`src/rtl/shift_pipe_pkg.sv`:
```
// Shared types and constants for the shift_pipe_stage wrapper.
// Optional rotate support is selected with the SHIFT_PIPE_ROTATE_EN macro.
package shift_pipe_pkg;

  localparam int DATA_WIDTH_C = 32;
  localparam int SHAMT_W      = 5;
  localparam int TAG_WIDTH_C  = 4;

  localparam logic DIR_LEFT  = 1'b1;
  localparam logic DIR_RIGHT = 1'b0;

  // One request as held in stage 1.
  typedef struct packed {
    logic [DATA_WIDTH_C-1:0] d;
    logic [DATA_WIDTH_C-1:0] s;
    logic                    lnr;
    logic                    rot;
    logic [TAG_WIDTH_C-1:0]  tag;
  } s1_req_t;

endpackage

```
`src/rtl/shift32.sv`:
```
// SHIFT32: legacy 32-bit combinational logical barrel shifter.
// Any shift amount of 32 or more produces zero.
module SHIFT32 (
  input  logic [31:0] D,
  input  logic [31:0] S,
  input  logic        LNR,
  output logic [31:0] Y
);

  // Logical shift by S[4:0]; the upper bits of S force a zero result.
  always_comb begin
    Y = '0;
    if (S[31:5] == '0) begin
      Y = LNR ? (D << S[4:0]) : (D >> S[4:0]);
    end
  end

endmodule

```
`src/rtl/shift_flag_gen.sv`:
```
// Carry and zero flag generation for the shift pipe.
// With SHIFT_PIPE_ROTATE_EN defined, rotate requests use the rotate carry rule;
// otherwise rot is ignored and only the logical-shift carry exists.
module shift_flag_gen
  import shift_pipe_pkg::*;
(
  input  logic [DATA_WIDTH_C-1:0] d,
  input  logic [SHAMT_W-1:0]      n,
  input  logic                    s_hi_nz,
  input  logic                    lnr,
  input  logic                    rot,
  input  logic [DATA_WIDTH_C-1:0] y,
  output logic                    carry,
  output logic                    zero
);

  logic [SHAMT_W-1:0] left_idx;
  logic [SHAMT_W-1:0] right_idx;
  logic               log_carry;

  // 32-n wraps to the right 5-bit index for n in 1..31; n = 0 is masked below.
  assign left_idx  = SHAMT_W'(0) - n;
  assign right_idx = n - SHAMT_W'(1);

  // Last bit pushed out by a logical shift; nothing leaves for n = 0 or s >= 32.
  always_comb begin
    log_carry = 1'b0;
    if (!s_hi_nz && (n != '0)) begin
      if (lnr == DIR_RIGHT) begin
        log_carry = d[right_idx];
      end else begin
        log_carry = d[left_idx];
      end
    end
  end

`ifdef SHIFT_PIPE_ROTATE_EN
  // Rotates report the bit that wrapped around to the far end of the result.
  always_comb begin
    carry = log_carry;
    if (rot) begin
      carry = 1'b0;
      if (n != '0) begin
        carry = (lnr == DIR_LEFT) ? y[0] : y[DATA_WIDTH_C-1];
      end
    end
  end
`else
  logic unused_rot;
  assign unused_rot = rot;
  assign carry      = log_carry;
`endif

  assign zero = (y == '0);

endmodule

```
`src/rtl/shift_pipe_stage.sv`:
```
// shift_pipe_stage: two-stage valid/ready pipeline around SHIFT32.
// Stage 1 registers the request, stage 2 registers result, flags and tag.
// SHIFT_PIPE_ROTATE_EN adds rotate support through a second SHIFT32 instance.
module shift_pipe_stage
  import shift_pipe_pkg::*;
#(
  parameter int DATA_WIDTH = 32,
  parameter int TAG_WIDTH  = 4
) (
  input  logic                  CLK,
  input  logic                  RST,
  input  logic                  in_valid,
  output logic                  in_ready,
  input  logic [DATA_WIDTH-1:0] in_d,
  input  logic [DATA_WIDTH-1:0] in_s,
  input  logic                  in_lnr,
  input  logic                  in_rot,
  input  logic [TAG_WIDTH-1:0]  in_tag,
  output logic                  out_valid,
  input  logic                  out_ready,
  output logic [DATA_WIDTH-1:0] out_y,
  output logic                  out_carry,
  output logic                  out_zero,
  output logic [TAG_WIDTH-1:0]  out_tag
);

  if ((DATA_WIDTH != DATA_WIDTH_C) || (TAG_WIDTH != TAG_WIDTH_C)) begin : g_param_check
    $error("shift_pipe_stage supports only DATA_WIDTH=32 and TAG_WIDTH=4");
  end

  s1_req_t                 s1_req;
  logic                    s1_valid;
  logic                    s2_valid;
  logic                    s2_adv;
  logic                    in_fire;
  logic [DATA_WIDTH_C-1:0] shift_y;
  logic                    carry_nxt;
  logic                    zero_nxt;

  // Stage 2 can take new data when empty or being drained this cycle.
  assign s2_adv    = !s2_valid || out_ready;
  assign in_ready  = !s1_valid || s2_adv;
  assign in_fire   = in_valid && in_ready;
  assign out_valid = s2_valid;

  // Stage 1: capture the request on accept, empty out when it moves on.
  always_ff @(posedge CLK or negedge RST) begin
    if (!RST) begin
      s1_valid <= 1'b0;
      s1_req   <= '0;
    end else begin
      if (in_fire) begin
        s1_valid <= 1'b1;
        s1_req   <= '{d: in_d, s: in_s, lnr: in_lnr, rot: in_rot, tag: in_tag};
      end else if (s2_adv) begin
        s1_valid <= 1'b0;
      end
    end
  end

`ifdef SHIFT_PIPE_ROTATE_EN
  logic [DATA_WIDTH_C-1:0] main_s;
  logic [DATA_WIDTH_C-1:0] main_y;
  logic [DATA_WIDTH_C-1:0] wrap_s;
  logic [DATA_WIDTH_C-1:0] wrap_y;
  logic                    wrap_lnr;

  // A rotate is the main shift OR'd with the opposite shift by 32-n; for n = 0
  // the opposite shift is by 32 and contributes nothing, leaving d.
  assign main_s   = s1_req.rot ? DATA_WIDTH_C'(s1_req.s[SHAMT_W-1:0]) : s1_req.s;
  assign wrap_s   = DATA_WIDTH_C'(DATA_WIDTH_C) - DATA_WIDTH_C'(s1_req.s[SHAMT_W-1:0]);
  assign wrap_lnr = ~s1_req.lnr;

  SHIFT32 u_shift (
    .D   (s1_req.d),
    .S   (main_s),
    .LNR (s1_req.lnr),
    .Y   (main_y)
  );

  SHIFT32 u_wrap (
    .D   (s1_req.d),
    .S   (wrap_s),
    .LNR (wrap_lnr),
    .Y   (wrap_y)
  );

  assign shift_y = s1_req.rot ? (main_y | wrap_y) : main_y;
`else
  SHIFT32 u_shift (
    .D   (s1_req.d),
    .S   (s1_req.s),
    .LNR (s1_req.lnr),
    .Y   (shift_y)
  );
`endif

  shift_flag_gen u_flags (
    .d       (s1_req.d),
    .n       (s1_req.s[SHAMT_W-1:0]),
    .s_hi_nz (|s1_req.s[DATA_WIDTH_C-1:SHAMT_W]),
    .lnr     (s1_req.lnr),
    .rot     (s1_req.rot),
    .y       (shift_y),
    .carry   (carry_nxt),
    .zero    (zero_nxt)
  );

  // Stage 2: load result and flags whenever the output slot is free or draining.
  always_ff @(posedge CLK or negedge RST) begin
    if (!RST) begin
      s2_valid  <= 1'b0;
      out_y     <= '0;
      out_carry <= 1'b0;
      out_zero  <= 1'b0;
      out_tag   <= '0;
    end else if (s2_adv) begin
      s2_valid  <= s1_valid;
      out_y     <= shift_y;
      out_carry <= carry_nxt;
      out_zero  <= zero_nxt;
      out_tag   <= s1_req.tag;
    end
  end

endmodule

```
`config.mk`:
```
export PLATFORM = sky130hd
export DESIGN_NAME = shift_pipe_stage
export DESIGN_NICKNAME = d
export VERILOG_FILES = /design/src/rtl/shift_pipe_pkg.sv /design/src/rtl/shift32.sv /design/src/rtl/shift_flag_gen.sv /design/src/rtl/shift_pipe_stage.sv
export SDC_FILE = /design/constraint.sdc
export NUM_CORES = 1
export LEC_CHECK = 0
export ABC_AREA = 1
export CORE_UTILIZATION = 45
export DETAILED_ROUTE_END_ITERATION = 10
export GPL_TIMING_DRIVEN = 0
export PLACE_DENSITY = 0.68
export REMOVE_ABC_BUFFERS = 1
export SLEW_MARGIN = 20
export SYNTH_ARGS = -nofsm -noshare
export SYNTH_HDL_FRONTEND = slang
export SYNTH_HIERARCHICAL = 1
export SYNTH_SLANG_ARGS = --single-unit
```
`constraint.sdc`:
```
create_clock -name CLK -period 2.22 [get_ports CLK]
set_input_delay 0.333 -clock CLK [delete_from_list [all_inputs] [get_ports CLK]]
set_output_delay 0.333 -clock CLK [all_outputs]
set_load 0.02 [all_outputs]
```
# Word level (Yosys, flattened, before mapping)
# Index checks and enable logic that the tools add are counted.
[classes]
addsub = 2
order_cmp = 2
shifts = 2
mux = 10
reduce_logical = 12
[op_table]
columns = ["cell", "count"]
rows = [
  ["$mux W32", 2],
  ["$logic_not A32 Y1", 1],
  ["$shl A32 B5 Y32", 1],
  ["$shr A32 B5 Y32", 1],
  ["$logic_not A27 Y1", 1],
  ["$reduce_or A27 Y1", 1],
  ["$lt A5 B6 Y1 const B", 2],
  ["$bmux W1 S5", 2],
  ["$mux W1", 6],
  ["$reduce_bool A5 Y1", 1],
  ["$sub A1 B5 Y5 const A", 1],
  ["$sub A5 B1 Y5 const B", 1],
  ["$logic_not A1 Y1", 3],
  ["$logic_and A1 B1 Y1", 2],
  ["$logic_or A1 B1 Y1", 2],
  ["$reduce_bool A2 Y1", 1],
]
[totals]
reg_bits = 109
input_bits = 74
out_inout_bits = 40
wordCells = 38

# Longest topological paths before layout
# Gate-level depths: netlist of run 1.
[depth]
word_depth = 5
depth_mapped = 16
mapped_depth_nobuf = 14

# Hierarchy
# The synthesis of run 1 kept the hierarchy.
[modules_own_cells]
columns = ["mod", "instances", "cells_each", "area_per_inst_um2", "seq_area_each_um2"]
rows = [
  ["shift_pipe_stage", 1, 515, 4419.2, 2752.6],
  ["SHIFT32", 1, 715, 3589.7, 0.0],
  ["shift_flag_gen", 1, 181, 893.4, 0.0],
]

# Least setup slack after synthesis of run 1
# No wires, ideal clock.
[synth_timing]
path_type = "reg-to-reg"
startpoint = "register s1_req[6] in the netlist's numbering"
endpoint = "register out_carry"
setup_time_ns = 0.116
t_arrival_ns = 1.897
required_ns = 2.104
slack_ns = 0.206
stages_incl_launch_ff = 17
path_buffers = 4
period_less_slack_ns = 2.014
path_cell_list = "dfrtp_1 > buf_6 > inv_8 > buf_6 > ha_1 > buf_6 > inv_4 > buf_2 > nand3_1 > nand3_1 > nand3_1 > nand3_1 > nand2_1 > nor2_1 > nor2_1 > nand2_1 > nand2_1"
[synth_via]
elab_chain_cells = 5
word_cells_on_any_way = 10
cone_classes = "add/sub: 2; mux: 6; reduce/logical: 2"
[synth_lines]
columns = ["item", "line", "text"]
rows = [
  ["start, declared", "shift_pipe_stage.sv:31", "s1_req_t s1_req;"],
  ["start signal, assigned", "shift_pipe_stage.sv:54", "s1_req <= '{d: in_d, s: in_s, lnr: in_lnr, rot: in_rot, tag: in_tag};"],
  ["$sub A5 B1 Y5 or $sub A1 B5 Y5 (tied branches)", "shift_flag_gen.sv:23, shift_flag_gen.sv:22", ""],
  ["$bmux W1 S5, on equally long branches", "shift_flag_gen.sv:30, shift_flag_gen.sv:32", ""],
  ["$mux W1, on equally long branches", "shift_flag_gen.sv:30, shift_flag_gen.sv:32", ""],
  ["$mux W1", "shift_flag_gen.sv:29", "if (lnr == DIR_RIGHT) begin"],
  ["$mux W1 *", "shift_flag_gen.sv:28", "if (!s_hi_nz && (n != '0)) begin"],
  ["net carry_nxt", "shift_pipe_stage.sv:37", "logic carry_nxt;"],
  ["end signal, assigned", "shift_pipe_stage.sv:120", "out_carry <= carry_nxt;"],
  ["end, declared", "shift_pipe_stage.sv:22", "output logic out_carry,"],
]
# The timed path passes the listed nets; every way through them passes the cells marked *. The select of a mux whose other input is x is not followed.
# A chain may end at the register's enable or synchronous reset.

# Final worst setup path of run 1
[layout_timing]
startpoint = "register s1_req[6] in the netlist's numbering"
endpoint = "register out_zero"
[layout_via]
elab_chain_cells = 4
word_cells_on_any_way = 5
cone_classes = "shift: 2; mux: 2; reduce/logical: 1"
[layout_lines]
columns = ["item", "line", "text"]
rows = [
  ["$shr A32 B5 Y32 or $shl A32 B5 Y32 (tied branches)", "shift32.sv:14", "Y = LNR ? (D << S[4:0]) : (D >> S[4:0]);"],
  ["$mux W32 *", "shift32.sv:14", ""],
  ["$mux W32 *", "shift32.sv:13", "if (S[31:5] == '0) begin"],
  ["net shift_y[26]", "shift_pipe_stage.sv:36", "logic [DATA_WIDTH_C-1:0] shift_y;"],
  ["$logic_not A32 Y1 *", "shift_flag_gen.sv:54", "assign zero = (y == '0);"],
  ["net zero_nxt", "shift_pipe_stage.sv:38", "logic zero_nxt;"],
  ["end signal, assigned", "shift_pipe_stage.sv:121", "out_zero <= zero_nxt;"],
  ["end, declared", "shift_pipe_stage.sv:23", "output logic out_zero,"],
]
# The timed path passes the listed nets; every way through them passes the cells marked *.

==> results.json, run 1 <==
{
  "critPathLaunchType": "register",
  "worst-path-max-fanout": 16,
  "dp_hpwl_mm": 18.5,
  "fillers": 1775,
  "comb_power_share": 0.502,
  "timing.final.ws_setup_ns": -0.261,
  "drtIter0Drc": 1436,
  "slew_violations": 0,
  "nNetsFinal": 1550,
  "internal_power_mw": 4.53,
  "p_sw_frac": 0.464,
  "dp.cells": 1683,
  "cts_tree": "yes",
  "finalSetupTns_ns": -0.455,
  "max_slew_margin": 0.393,
  "grt_antenna_before_repair": 0,
  "power.net_switching_mw": 3.92,
  "area_growth_pct": 32.3,
  "power_density_nw_per_um2": 720,
  "holdWs_ns": 0.434,
  "peakVddDrop_v": 0.000423,
  "rrSetupSlack_ns": -0.26,
  "clock_skew_ns": 0.00823,
  "critical_path.cell_chain": "buf_12, inv_16, nand2_4, nand3_1, nand3_1, nand2_1, nand2_1, a21oi_1, nor2_1, nor2_1, nor4_4, nand4_1, nor2_1, nand2_1, nand2_1",
  "cts_root_buf": "clkbuf_16",
  "numCtsBuffers": 9,
  "io_buffers": 112,
  "grt_start_max_net_pins": 71,
  "yosysWarnings": 6,
  "routedWlPerCell_um": 18.5,
  "leakagePower_nw": 5.84,
  "synth_cells": 1407,
  "grt_setup_unrepaired": "true",
  "coreArea_sq_um": 19000,
  "clk_pin_slew_ns": 0.08,
  "critPathSlowestCell": "dfrtp_4",
  "die-area_sq_um": 20300,
  "critPathMaxStageDelay_ns": 0.58,
  "totalWireLength_mm": 32.1,
  "htreeDepth": 3,
  "io_pins": 114,
  "place_congestion": 0.920,
  "dr_total_vias": 10500,
  "fmax_mhz": 403,
  "syn_area_sq_um": 8860,
  "grt_pass1_wl_mm": 49.1,
  "violations": "setup timing",
  "critPathRequiredTime_ns": 2.47,
  "status": "finished, violations left",
  "crit_type": "reg -> reg",
  "critPathTopFamily": "simple AND/OR/NAND/NOR gates",
  "cp_common_cell": "nand2_1",
  "setup_viol": 4,
  "dr.pass1.iters": 6,
  "start_util": 0.466,
  "cp-startpoint": "s1_req[6]",
  "track_usage": 0.311,
  "ant_nets": 0,
  "viasPerCell": 6.04,
  "drc": 0,
  "clk_latency_ns": 0.36,
  "seq_power_share": 0.309,
  "fp.dieH_um": 142,
  "r2r-start": "s1_req[6]",
  "cp-end-kind": "register",
  "hold_path.class": "in -> async",
  "drive_gt1_frac": 0.214,
  "grt.overflow.total": 0,
  "grt_pass1_vias": 9344,
  "cts.path.max_buffers": 2,
  "antenna_cells": 0,
  "final_hold_viol_count": 0,
  "finalCritPeriodShare": 1.12,
  "cap_violations": 0,
  "clock_sinks": 109,
  "path_buf_inv": 2,
  "core.rowCount": 50,
  "clockPowerShare": 0.189,
  "instances_no_fill": 1739,
  "arrival_ns": 2.73,
  "die_x_um": 142,
  "min_period_ns": 2.48,
  "worst_pin_slew_ns": 0.910,
  "syn_avg_cell_area_sq_um": 6.30
}
==> sequential cells by signal (all words and copies together) (netlist names) <==
register	flops
out_carry	1
out_tag	4
out_valid	1
out_y	32
out_zero	1
s1_req	69
s1_valid	1
==> power by group through the flow <==
stage | sequential (mW) | clock (mW) | combinational (mW)
final | 2.61 | 1.60 | 4.24
after CTS | 2.59 | 1.63 | 3.65
after detailed placement | 2.73 | 0 | 3.00
after floorplan | 2.56 | 0 | 2.15
after global placement | 2.74 | 0 | 2.97
after global routing | 2.63 | 1.71 | 4.57
==> area by class of cell <==
class                           instances  area, sq um  share of cell area
Tap cell                              260          325              0.0277
Timing Repair Buffer                  147         1590               0.136
Clock inverter                          4         30.0             0.00256
Clock buffer                           12          256              0.0219
Inverter                               72          350              0.0299
Multi-Input combinational cell       1133         6400               0.546
Sequential cell                       109         2740               0.234
Timing Repair inverter                  2         28.8             0.00245
==> metrics by stage <==
stage / setup slack (ns) / area [sq um] / total power, mW / util
finish: -0.261 / 11700 / 8.45 / 0.617
global route: -0.366 / 11700 / 8.91 / 0.617
CTS: -0.123 / 11000 / 7.87 / 0.576
detailed placement: -1.23 / 9770 / 5.73 / 0.514
global placement: -3.47 / 9690 / 5.70 / 0.509
floorplan: -1.62 / 8240 / 4.71 / -
==> final timing paths <==
path,to,depth (start not counted)
worst max register to register,out_zero,15
worst min register to register,out_tag[3],2
max in group asynchronous,s1_req[6],3
worst min-delay path,s1_req[0],2
min in group CLK,out_tag[3],2
worst max-delay path,out_zero,15
==> layout by cell type (no fill, tap or decap), drive strengths merged <==
master / instances
a21oi: 4
and2: 2
buf: 35
clkbuf: 13
clkdlybuf4s50: 109
clkinv: 4
clkinvlp: 1
dfrtp: 109
dlygate4sd2: 1
dlygate4sd3: 1
ha: 2
inv: 73
nand2: 503
nand3: 545
nand4: 10
nor2: 45
nor3: 2
nor4: 11
o21ai: 4
o21bai: 1
or2: 2
or3: 1
xor2: 1
==> worst register-to-register path, delay by kind of cell (launching register included) <==
family          cells  cell delay [ns]
simple gates       12             1.19
compound gates      1             0.21
buf+inv             2             0.37
flops               1             0.58
==> timing repair <==
action                                  4_1_cts  5_1_grt
pin swaps                                    26       19
endpoints found under the setup margin      105       30
hold buffers                                  1        0
setup buffers                                19       11
endpoints found under the hold margin        39        0
cloned                                        5        4
gates resized for setup                     131      131
==> metal layers <==
metal,vias up,GRT usage,routed length (um)
met5,-,0,0
met4,0,0.137,1580
met3,122,0.0495,3100
met2,625,0.487,14100
met1,4909,0.424,13300
li1,4842,-,-
(Power assumes the default switching activity.)
==> run 2: changes to the inputs <==
--- a/config.mk
+++ b/config.mk
@@ -6,6 +6,8 @@
 export NUM_CORES = 1
 export LEC_CHECK = 0
 export ABC_AREA = 1
+export ABC_CLOCK_PERIOD_IN_PS = 2220
+export CORE_ASPECT_RATIO = 1.25
 export CORE_UTILIZATION = 45
 export DETAILED_ROUTE_END_ITERATION = 10
 export GPL_TIMING_DRIVEN = 0
==> run 2 against run 1 <==
  * The flow still finishes with violations (setup timing)
  * Non-clock buffer count is 3 higher
  * Largest power group unchanged
  * Highest routed layer unchanged
  * Clock-buffer cell count fell by 3
  * Core utilization is 0.93 points higher
  * Die area about the same
  * Critical path type unchanged
  * Sequential power up 2%
==> results.json, run 2 (synthesis gave the netlist of run 1 again) <==
{
  "grt_setup_unrepaired": "true",
  "top_regs": "s1_req: 69 flops, out_y: 32 flops, out_tag: 4 flops",
  "drtIter0Drc": 1224,
  "dp_hpwl_mm": 18.7,
  "critPathMaxStageDelay_ns": 0.54,
  "arrival_ns": 2.77,
  "numCtsBuffers": 9,
  "grt_pass1_wl_mm": 48.7,
  "coreArea_sq_um": 19400,
  "viasPerCell": 6.05,
  "ant_nets": 0,
  "totalWireLength_mm": 32.7,
  "fp.dieH_um": 159,
  "die_x_um": 128,
  "layout_common_cells": "nand2_1 (428), nand3_1 (376), nand3_2 (146)",
  "critPathRequiredTime_ns": 2.53,
  "critPathLaunchType": "register",
  "dr_total_vias": 10600,
  "cts.path.max_buffers": 2,
  "grt.overflow.total": 0,
  "critPathSlowestCell": "dfrtp_4",
  "drc": 0,
  "place_congestion": 0.927,
  "worst-path-max-fanout": 6,
  "r2r-start": "s1_req[6]",
  "preCtsSetupSlack_ns": -1.58,
  "worst_pin_slew_ns": 0.888,
  "largest_register_ffs": 69,
  "cp_common_cell": "nand3_2",
  "clock_sinks": 109,
  "die-area_sq_um": 20300,
  "cp-end-kind": "register",
  "cp-startpoint": "s1_req[6]",
  "worstReg2RegEnd": "out_zero",
  "utilization": 0.626,
  "core.rowCount": 57,
  "grt_antenna_before_repair": 0,
  "cts_tree": "yes",
  "grt_pass1_vias": 9450,
  "hold_path.class": "in -> async",
  "antenna_cells": 0,
  "nNetsFinal": 1551,
  "track_usage": 0.306,
  "fmax_mhz": 407,
  "peakVddDrop_v": 0.000408,
  "htreeDepth": 3,
  "io_pins": 114,
  "rrSetupSlack_ns": -0.24,
  "routedWlPerCell_um": 18.7,
  "io_buffers": 112,
  "status": "finished, violations left",
  "timing.final.ws_setup_ns": -0.237,
  "critical_path.cell_chain": "buf_12, buf_16, nand2_4, nand3_1, nand3_2, nand3_2, nand3_2, nand3_2, nand2_1, inv_1, nor4_2, nand4_1, nor2_1, nand2_1, nand2_1",
  "top_register": "s1_req",
  "setup_viol": 3,
  "final_hold_viol_count": 0,
  "finalSetupTns_ns": -0.352,
  "finalCritPeriodShare": 1.11,
  "leakagePower_nw": 5.97,
  "crit_type": "reg -> reg",
  "dr.pass1.iters": 7,
  "cap_violations": 0,
  "layout_commonest_cell": "nand2_1",
  "cts_root_buf": "clkbuf_16",
  "power_density_nw_per_um2": 726,
  "clock_skew_ns": 0.0148,
  "drive_gt1_frac": 0.235,
  "start_util": 0.457,
  "max_slew_margin": 0.407,
  "cp-endpoint": "out_zero",
  "violations": "setup timing",
  "clk_latency_ns": 0.38,
  "rr_worst_depth": 15,
  "grt_start_max_net_pins": 73,
  "clk_pin_slew_ns": 0.08,
  "min_period_ns": 2.46,
  "area_growth_pct": 37.0,
  "slew_violations": 0
}
## run 2: timing repair
action                                 in CTS  in global routing
setup endpoints to repair                 105                 18
hold buffers                                1                  0
endpoints found under the hold margin      37                  0
pin swaps                                  32                 35
gates cloned                                6                  2
resized for setup                         157                169
buffers inserted                           22                 10
## run 2: power breakdown
part	switching, mW	internal [mW]
clock	0.877	0.811
sequential	0.463	2.19
combinational	2.87	1.61
total	4.21	4.61
## run 2: layer usage
layer  wire length, um  global-route usage  share of wire  vias up
li1                  -                   -              -     4858
met1             12100               0.381           0.37     4857
met2             15500               0.496           0.47      668
met3              2930              0.0394          0.090      182
met4              2170               0.199          0.066        0
met5                 0                   0              0        -
## run 2: layout make-up
| cell class | count | area [sq um] |
|---|---|---|
| Fill cell | 1762 | 7260 |
| Inverter | 72 | 382 |
| Clock buffer | 9 | 225 |
| Timing Repair Buffer | 150 | 1640 |
| Clock inverter | 7 | 88.8 |
| Tap cell | 265 | 332 |
| Multi-Input combinational cell | 1132 | 6720 |
| Timing Repair inverter | 1 | 8.76 |
| Sequential cell | 109 | 2740 |
## run 2: worst min path at each step
| stage | start | to | cells after the start |
|---|---|---|---|
| finish | RST | s1_req[6] | 2 |
| detailed placement | RST | s1_req[6] | 1 |
| global placement | s1_req[0] | out_tag[0] | 2 |
| floorplan | RST | out_carry | 0 |
| CTS | RST | s1_req[6] | 2 |
| global route | RST | s1_req[6] | 2 |
## run 2: worst max-delay path: cells and delay by family, from the launching register on
kind / cells / cell delay [ns]
buffers and inverters: 3 / 0.39
DFF: 1 / 0.54
and+or+nand+nor: 12 / 1.46
## run 2: per-stage QoR
stage / power, mW / cell area [sq um] / hold WS, ns / cells
6_report: 8.82 / 12100 / 0.405 / 1745
2_1_floorplan: 4.71 / 8240 / 0.0374 / 1309
3_3_place_gp: 5.72 / 9690 / 0.451 / 1686
5_1_grt: 9.23 / 12100 / 0.452 / 1745
3_5_place_dp: 5.75 / 9780 / 0.263 / 1688
4_1_cts: 8.08 / 11100 / 0.422 / 1733
